[src/rtl/register_bank_pkg.sv]
// Shared sizing constants for the register bank: data width, register count,
// index width and the slot that acts as the program counter.
package register_bank_pkg;

    localparam int unsigned DATA_W = 8;
    localparam int unsigned NREG   = 8;
    localparam int unsigned ADDR_W = 3;
    localparam int unsigned PC_IDX = 7;

endpackage

[src/rtl/register_bank_reg_cell.sv]
// Single storage register with asynchronous active-low reset and a load enable;
// the bank instantiates one per architectural register.
module reg_cell #(
    parameter int unsigned W = 8
) (
    input  logic         clk,
    input  logic         rst_n,
    input  logic         ld,
    input  logic [W-1:0] d,
    output logic [W-1:0] q
);

    always_ff @(posedge clk or negedge rst_n) begin
        if (!rst_n) begin
            q <= '0;
        end else if (ld) begin
            q <= d;
        end
    end

endmodule

[src/rtl/register_bank.sv]
// Eight-entry register bank with write, register-to-register move and a
// program-counter increment on register 7; all outputs come straight from flops.
module register_bank #(
    parameter int unsigned DATA_W = register_bank_pkg::DATA_W,
    parameter int unsigned NREG   = register_bank_pkg::NREG
) (
    input  logic                                clk,
    input  logic                                rst_n,
    input  logic                                clr,
    input  logic                                wr_en,
    input  logic [register_bank_pkg::ADDR_W-1:0] wr_addr,
    input  logic [DATA_W-1:0]                   wr_data,
    input  logic                                mov_en,
    input  logic [register_bank_pkg::ADDR_W-1:0] mov_src,
    input  logic [register_bank_pkg::ADDR_W-1:0] mov_dst,
    input  logic                                pc_inc,
    output logic [DATA_W-1:0]                   reg0,
    output logic [DATA_W-1:0]                   reg1,
    output logic [DATA_W-1:0]                   reg2,
    output logic [DATA_W-1:0]                   reg3,
    output logic [DATA_W-1:0]                   reg4,
    output logic [DATA_W-1:0]                   reg5,
    output logic [DATA_W-1:0]                   reg6,
    output logic [DATA_W-1:0]                   reg7,
    output logic                                pc_wrap,
    output logic                                wr_conflict
);

    import register_bank_pkg::*;

    logic [DATA_W-1:0] regs [NREG];
    logic [DATA_W-1:0] nxt  [NREG];
    logic [NREG-1:0]   ld;
    logic              wr_pc;
    logic              mov_pc;
    logic              wrap_d;
    logic              conf_d;
    logic              pc_wrap_q;
    logic              wr_conflict_q;

    // Per-register priority: clr, write, move, increment. Moves read the
    // current flop outputs, so a same-cycle write is never forwarded.
    always_comb begin
        for (int unsigned i = 0; i < NREG; i++) begin
            ld[i]  = 1'b0;
            nxt[i] = regs[i];
            if (clr) begin
                ld[i]  = 1'b1;
                nxt[i] = '0;
            end else if (wr_en && (wr_addr == ADDR_W'(i))) begin
                ld[i]  = 1'b1;
                nxt[i] = wr_data;
            end else if (mov_en && (mov_dst == ADDR_W'(i))) begin
                ld[i]  = 1'b1;
                nxt[i] = regs[mov_src];
            end else if (pc_inc && (i == PC_IDX)) begin
                ld[i]  = 1'b1;
                nxt[i] = regs[i] + DATA_W'(1);
            end
        end
    end

    always_comb begin
        wr_pc  = wr_en && (wr_addr == ADDR_W'(PC_IDX));
        mov_pc = mov_en && (mov_dst == ADDR_W'(PC_IDX));
        wrap_d = !clr && pc_inc && !wr_pc && !mov_pc && (regs[PC_IDX] == '1);
        conf_d = !clr && wr_en && mov_en && (wr_addr == mov_dst) && (mov_src != mov_dst);
    end

    always_ff @(posedge clk or negedge rst_n) begin
        if (!rst_n) begin
            pc_wrap_q     <= 1'b0;
            wr_conflict_q <= 1'b0;
        end else begin
            pc_wrap_q     <= wrap_d;
            wr_conflict_q <= conf_d;
        end
    end

    for (genvar g = 0; g < NREG; g++) begin : g_cell
        reg_cell #(
            .W (DATA_W)
        ) u_cell (
            .clk   (clk),
            .rst_n (rst_n),
            .ld    (ld[g]),
            .d     (nxt[g]),
            .q     (regs[g])
        );
    end

    assign reg0        = regs[0];
    assign reg1        = regs[1];
    assign reg2        = regs[2];
    assign reg3        = regs[3];
    assign reg4        = regs[4];
    assign reg5        = regs[5];
    assign reg6        = regs[6];
    assign reg7        = regs[7];
    assign pc_wrap     = pc_wrap_q;
    assign wr_conflict = wr_conflict_q;

endmodule
[config.mk]
export PLATFORM = sky130hd
export DESIGN_NAME = register_bank
export DESIGN_NICKNAME = d
export VERILOG_FILES = /design/src/rtl/register_bank_pkg.sv /design/src/rtl/register_bank_reg_cell.sv /design/src/rtl/register_bank.sv
export SDC_FILE = /design/constraint.sdc
export NUM_CORES = 1
export LEC_CHECK = 0
export ABC_CLOCK_PERIOD_IN_PS = 2100
export BUFFER_PORTS_ARGS = -buffer_cell sky130_fd_sc_hd__buf_4
export CAP_MARGIN = 20
export CORE_MARGIN = 1
export CORE_UTILIZATION = 45
export DETAILED_ROUTE_END_ITERATION = 16
export PLACE_DENSITY = 0.76
export SYNTH_ARGS = -nofsm -noshare
export SYNTH_HDL_FRONTEND = slang
export SYNTH_SLANG_ARGS = --single-unit
[constraint.sdc]
create_clock -name clk -period 2.1 [get_ports clk]
set_clock_uncertainty 0.1 [all_clocks]
set_input_delay 0.42 -clock clk [delete_from_list [all_inputs] [get_ports clk]]
set_output_delay 0.42 -clock clk [all_outputs]
set_load 0.01 [all_outputs]
## Yosys cells after proc, flatten, opt, wreduce, memory -nomap -nowiden

Cells that the tools add are included.

- Add/sub/neg operators: 1
- Equality and inequality tests: 17
- Muxes and demuxes: 53
- $lt $le $gt $ge: 1
- Reductions and logical operators: 45
- Bitwise logic cells: 1

Operators with widths:

| kind | count |
|---|---|
| 8-bit two-way mux | 27 |
| 1-bit two-way mux | 25 |
| 8-bit binary-select mux with 3-bit select | 1 |
| 3-bit equality test (second input constant) | 8 |
| 1-bit logical AND | 24 |
| 3-bit nonzero test | 7 |
| 2-bit AND reduction | 8 |
| 3-bit by 2-bit equality test with 1-bit output (second input constant) | 4 |
| 8-bit by 1-bit adder with 8-bit output (second input constant) | 1 |
| 8-bit equality test (second input constant) | 1 |
| 3-bit by 1-bit equality test with 1-bit output (second input constant) | 2 |
| 3-bit zero test | 2 |
| 4-bit >= comparator (second input constant) | 1 |
| 3-bit NOT with 4-bit output | 1 |
| 4-bit nonzero test | 1 |
| 3-bit equality test | 1 |
| 1-bit zero test | 3 |
| 3-bit != test | 1 |

- Bits of input ports: 23
- Output and inout bits: 66
- Register bits after elaboration: 66

## Longest topological paths before layout

- Word-level depth: 7
- Depth in mapped cells: 8
- Gate-level depth less buffers: 6

## By module

From an unflattened synthesis, not the netlist that was laid out.

- Cell total of the unflattened synthesis: 536
- Area total of the unflattened synthesis: 5151.2 sq um

Modules (own cells, without submodules):

| module | instances | cells each | area each (sq um) |
|---|---|---|---|
| reg_cell | 8 | 17 | 331.6 |
| register_bank | 1 | 400 | 2498.6 |

## Worst setup path after synthesis

Ideal clock, no wire load.

- Path type: input to register
- Start point: in mov_src[1] (netlist bit)
- End point: reg g_cell[7].u_cell.q[3]
- Stages: 6
- Path slack: 166 ps
- Arrival: 1691 ps
- Required time: 1857 ps
- Path buffers: 2
- Cells stage by stage: buf_6 > buf_8 > mux4_2 > mux2_4 > o21ai_2 > a211oi_1

- Longest elaborated chain between the ends: 7

Ends and longest elaborated chain:

| element | line | source |
|---|---|---|
| start: declaration | register_bank.sv:14 | `input logic [register_bank_pkg::ADDR_W-1:0] mov_src,` |
| 3-bit NOT with 4-bit output (implied by the code) | register_bank.sv:55 | `nxt[i] = regs[mov_src];` |
| 8-bit binary-select mux with 3-bit select | register_bank.sv:55 |  |
| 8-bit two-way mux (implied by the code) (2 in a row) | register_bank.sv:55 |  |
| 8-bit two-way mux | register_bank.sv:53 | `end else if (mov_en && (mov_dst == ADDR_W'(i))) begin` |
| 8-bit two-way mux | register_bank.sv:50 | `end else if (wr_en && (wr_addr == ADDR_W'(i))) begin` |
| 8-bit two-way mux | register_bank.sv:47 | `if (clr) begin` |
| end signal: assignment | register_bank_reg_cell.sv:15 | `q <= '0;` |
| end signal: assignment | register_bank_reg_cell.sv:17 | `q <= d;` |
| end: declaration | register_bank_reg_cell.sv:10 | `output logic [W-1:0] q` |

No other way between the ends. The select of a mux whose other input is x is not followed.
A chain may end at the register's enable or synchronous reset.

## Worst setup path after layout

- Start point: reg g_cell[7].u_cell.q[1]
- End point: reg g_cell[1].u_cell.q[1]

- Longest elaborated chain between the ends: 6

Ends and longest elaborated chain:

| element | line |
|---|---|
| 8-bit binary-select mux with 3-bit select | register_bank.sv:55 |
| 8-bit two-way mux (implied by the code) (2 in a row) | register_bank.sv:55 |
| 8-bit two-way mux | register_bank.sv:53 |
| 8-bit two-way mux | register_bank.sv:50 |
| 8-bit two-way mux | register_bank.sv:47 |
| end signal: assignment | register_bank_reg_cell.sv:15 |
| end signal: assignment | register_bank_reg_cell.sv:17 |
| end: declaration | register_bank_reg_cell.sv:10 |

No other way between the ends. The select of a mux whose other input is x is not followed.

==> run metrics <==
result of the run finished clean; Worst Setup Slack, final 217 ps; Min Clock Period, post-route 1880 ps; count of clock tree sinks 66; post-synthesis instance area 4050 um^2; final layout net count 553; data required time at the worst endpoint 2220 ps; area growth from synthesis to layout 26.4%; reg2reg start g_cell[7].u_cell.q[1]$_DFFE_PN0P_; count of unique library cells instantiated by Yosys 48; final hold violations 0; detailed-route wire length 13,300 um; part of the Yosys area used for sequential elements 0.408; Post-Place Cells 625; core area 8720 um^2; yosys warns 0; Tcrit/Tclk final 0.897; gr ovfl total 0; post-synthesis cell count 439; number of port buffers 88; Final HPWL DP 9860 um; DRC violation total after the first TritonRoute iteration 308; antenna diode instance count 0; htree depth 3; clock slew at reported path FFs 80 ps; Place WS -51.3 ps; die extent in y 96.9 um; Post-Layout Inst Area 5120 um^2; drt drc 0; area of the die 9380 um^2; number of gates resized after cts 0; floorplan die width 96.9 um; routed vias/inst 6.28; number of buffers added by the clock tree synthesis step 9; worst slew slack as a fraction of its limit 0.479; Detailed Routing Iterations Pass 1 5; crit path launch type flip-flop; Critical path origin g_cell[7].u_cell.q[1]$_DFFE_PN0P_; detailed-route via count 4,030; deepest clock path buffer count 2; actual slew at the worst max-slew pin 780 ps; Hold/Removal Path Class in2reg; path type of the worst setup path reg2reg; critical path arrival 2000 ps; master cell of the clock root buffer sky130_fd_sc_hd__clkbuf_8; Peak VDD IR 319 uV; achievable clock frequency 0.531 GHz; number of placement rows 34; max capacitance violation total 0; unrepaired setup endpoints after global routing no; wire length of the first global-routing pass 21,400 um; instance area after placement 4920 um^2; maximum fanout encountered on the critical timing path 7; setup violation total in the final timing report 0; number of nets produced by synthesis 463; clock tree from TritonCTS built; setup slack of the worst register-to-register path 220 ps; Post-CTS Hold Buffers 1; count of fill cells added during filler insertion 755; number of synthesized register bits 66; Final Slew Violations 0; antenna violations before repair 0; share of layout cells above drive strength 1 0.320; per-cell routed wire length 20.7 um; number of top-level design ports 89; average cell area after synthesis 9.23 um^2; number of global-route vias before repair 3,942; Starting Density 0.464; kind of capture point of the worst setup path flip-flop; post-route ant nets 0; pwr dens 585 nW/um^2; number of cells in the finished layout apart from fillers 642; post-CTS setup buffer count 0; total leakage power 2.22 nW; hold wc startpoint clr; final estimated routing congestion in global placement 0.933; Global Route Usage Sum 0.293; clock insertion delay at the later pin of the skew report 350 ps; pin count of the biggest net entering global routing 47
-- flip-flops by register name (all words and copies together), names as in the netlist --
| name | flops |
|---|---|
| pc_wrap | 1 |
| g_cell.u_cell.q | 64 |
| wr_conflict | 1 |
-- area by class of cell --
type / instances / area (um^2) / share of cell area
Multi-Input combinational cell: 327 / 2190 / 0.429
Sequential cell: 66 / 1650 / 0.323
Timing Repair Buffer: 117 / 918 / 0.179
Clock buffer: 11 / 151 / 0.0296
Tap cell: 108 / 135 / 0.0264
Clock inverter: 5 / 37.5 / 0.00733
Inverter: 8 / 30.0 / 0.00587
-- report_power, final --
part / total [mW] / internal [mW] / switching, mW
clock: 1.04 / 0.497 / 0.540
combinational: 0.576 / 0.256 / 0.320
sequential: 1.38 / 1.32 / 0.0601
total: 2.99 / 2.07 / 0.920
-- Yosys cell counts (all sizes together) --
cell | number | share of area
buf | 19 | 0.025
a31oi | 2 | 0.0031
or3 | 1 | 0.0015
o32ai | 1 | 0.0022
xor2 | 4 | 0.0086
nand2b | 5 | 0.0077
a221o | 1 | 0.0025
or2 | 1 | 0.0015
nand4 | 4 | 0.0062
dfrtp | 66 | 0.41
nor2b | 9 | 0.015
o211ai | 9 | 0.017
ha | 1 | 0.0031
nand3 | 12 | 0.015
and4 | 1 | 0.0022
a311oi | 18 | 0.039
xnor2 | 9 | 0.019
a21oi | 23 | 0.028
and3 | 4 | 0.0062
inv | 8 | 0.0074
o21ai | 20 | 0.027
mux4 | 16 | 0.089
mux2i | 2 | 0.011
a221oi | 4 | 0.012
o22ai | 1 | 0.0015
nor2 | 52 | 0.048
mux2 | 6 | 0.022
clkbuf | 19 | 0.018
nand3b | 1 | 0.0019
nor3 | 9 | 0.014
o22a | 1 | 0.0022
nand2 | 76 | 0.070
a211oi | 14 | 0.027
a22oi | 16 | 0.030
nor4 | 1 | 0.0015
o221ai | 1 | 0.0022
o211a | 2 | 0.0049
-- final timing paths --
check,endpoint,cells after the start
hold reg to reg,g_cell[0].u_cell.q[0]$_DFFE_PN0P_,2
min in group asynchronous,g_cell[6].u_cell.q[1]$_DFFE_PN0P_,2
hold / removal,g_cell[4].u_cell.q[2]$_DFFE_PN0P_,2
setup / recovery,g_cell[1].u_cell.q[1]$_DFFE_PN0P_,5
max in group asynchronous,g_cell[3].u_cell.q[0]$_DFFE_PN0P_,3
setup reg to reg,g_cell[1].u_cell.q[1]$_DFFE_PN0P_,5
-- cells by family (layout without fill, tap and decap cells) --
logic type,after synthesis,after routing,synth area share
AO/OA/AOI/OAI,113,113,0.198
buffers and inverters,46,141,0.0507
XOR/XNOR,13,13,0.0281
adder cells (fa/ha/maj),1,1,0.00309
multiplexers,24,24,0.122
flip-flops,66,66,0.408
AND/OR/NAND/NOR,176,176,0.190
-- layer usage --
layer	global-route usage	routed length, um
met5	0	0
met4	0.122	358
met3	0.0506	1030
met2	0.456	6400
met1	0.405	5490
-- through the flow --
step	hold WS, ps	util	setup TNS, ps	power, mW
3_5_place_dp	287	0.564	-122	1.97
5_1_grt	218	0.587	0	3.11
3_3_place_gp	286	0.564	-29.8	1.96
4_1_cts	214	0.587	0	3.00
6_report	207	0.587	0	2.99
2_1_floorplan	24.4	-	0	1.71
-- placed cells by master (no fill, tap or decap), types with 6 or more instances in the layout --
cell type and n:
sky130_fd_sc_hd__dfrtp_1 66, sky130_fd_sc_hd__nor2b_1 8, sky130_fd_sc_hd__nand3_1 12, sky130_fd_sc_hd__nand2_1 76
sky130_fd_sc_hd__o211ai_1 9, sky130_fd_sc_hd__mux2_4 6, sky130_fd_sc_hd__nor2_1 52, sky130_fd_sc_hd__inv_2 6
sky130_fd_sc_hd__a211oi_1 13, sky130_fd_sc_hd__nor3_1 7, sky130_fd_sc_hd__xnor2_1 9, sky130_fd_sc_hd__clkbuf_8 11
sky130_fd_sc_hd__mux4_2 16, sky130_fd_sc_hd__a22oi_1 16, sky130_fd_sc_hd__a311oi_1 18, sky130_fd_sc_hd__o21ai_1 17
sky130_fd_sc_hd__a21oi_1 23, sky130_fd_sc_hd__buf_4 113
-- critical path: stages, from the launching register on --
cell and delay, ps:
sky130_fd_sc_hd__dfrtp_1 470, sky130_fd_sc_hd__mux4_2 540, sky130_fd_sc_hd__mux2i_4 290, sky130_fd_sc_hd__nor2_1 100, sky130_fd_sc_hd__a221oi_2 180, sky130_fd_sc_hd__nor3_1 80
No activity file was read; power rests on OpenSTA's default activity.
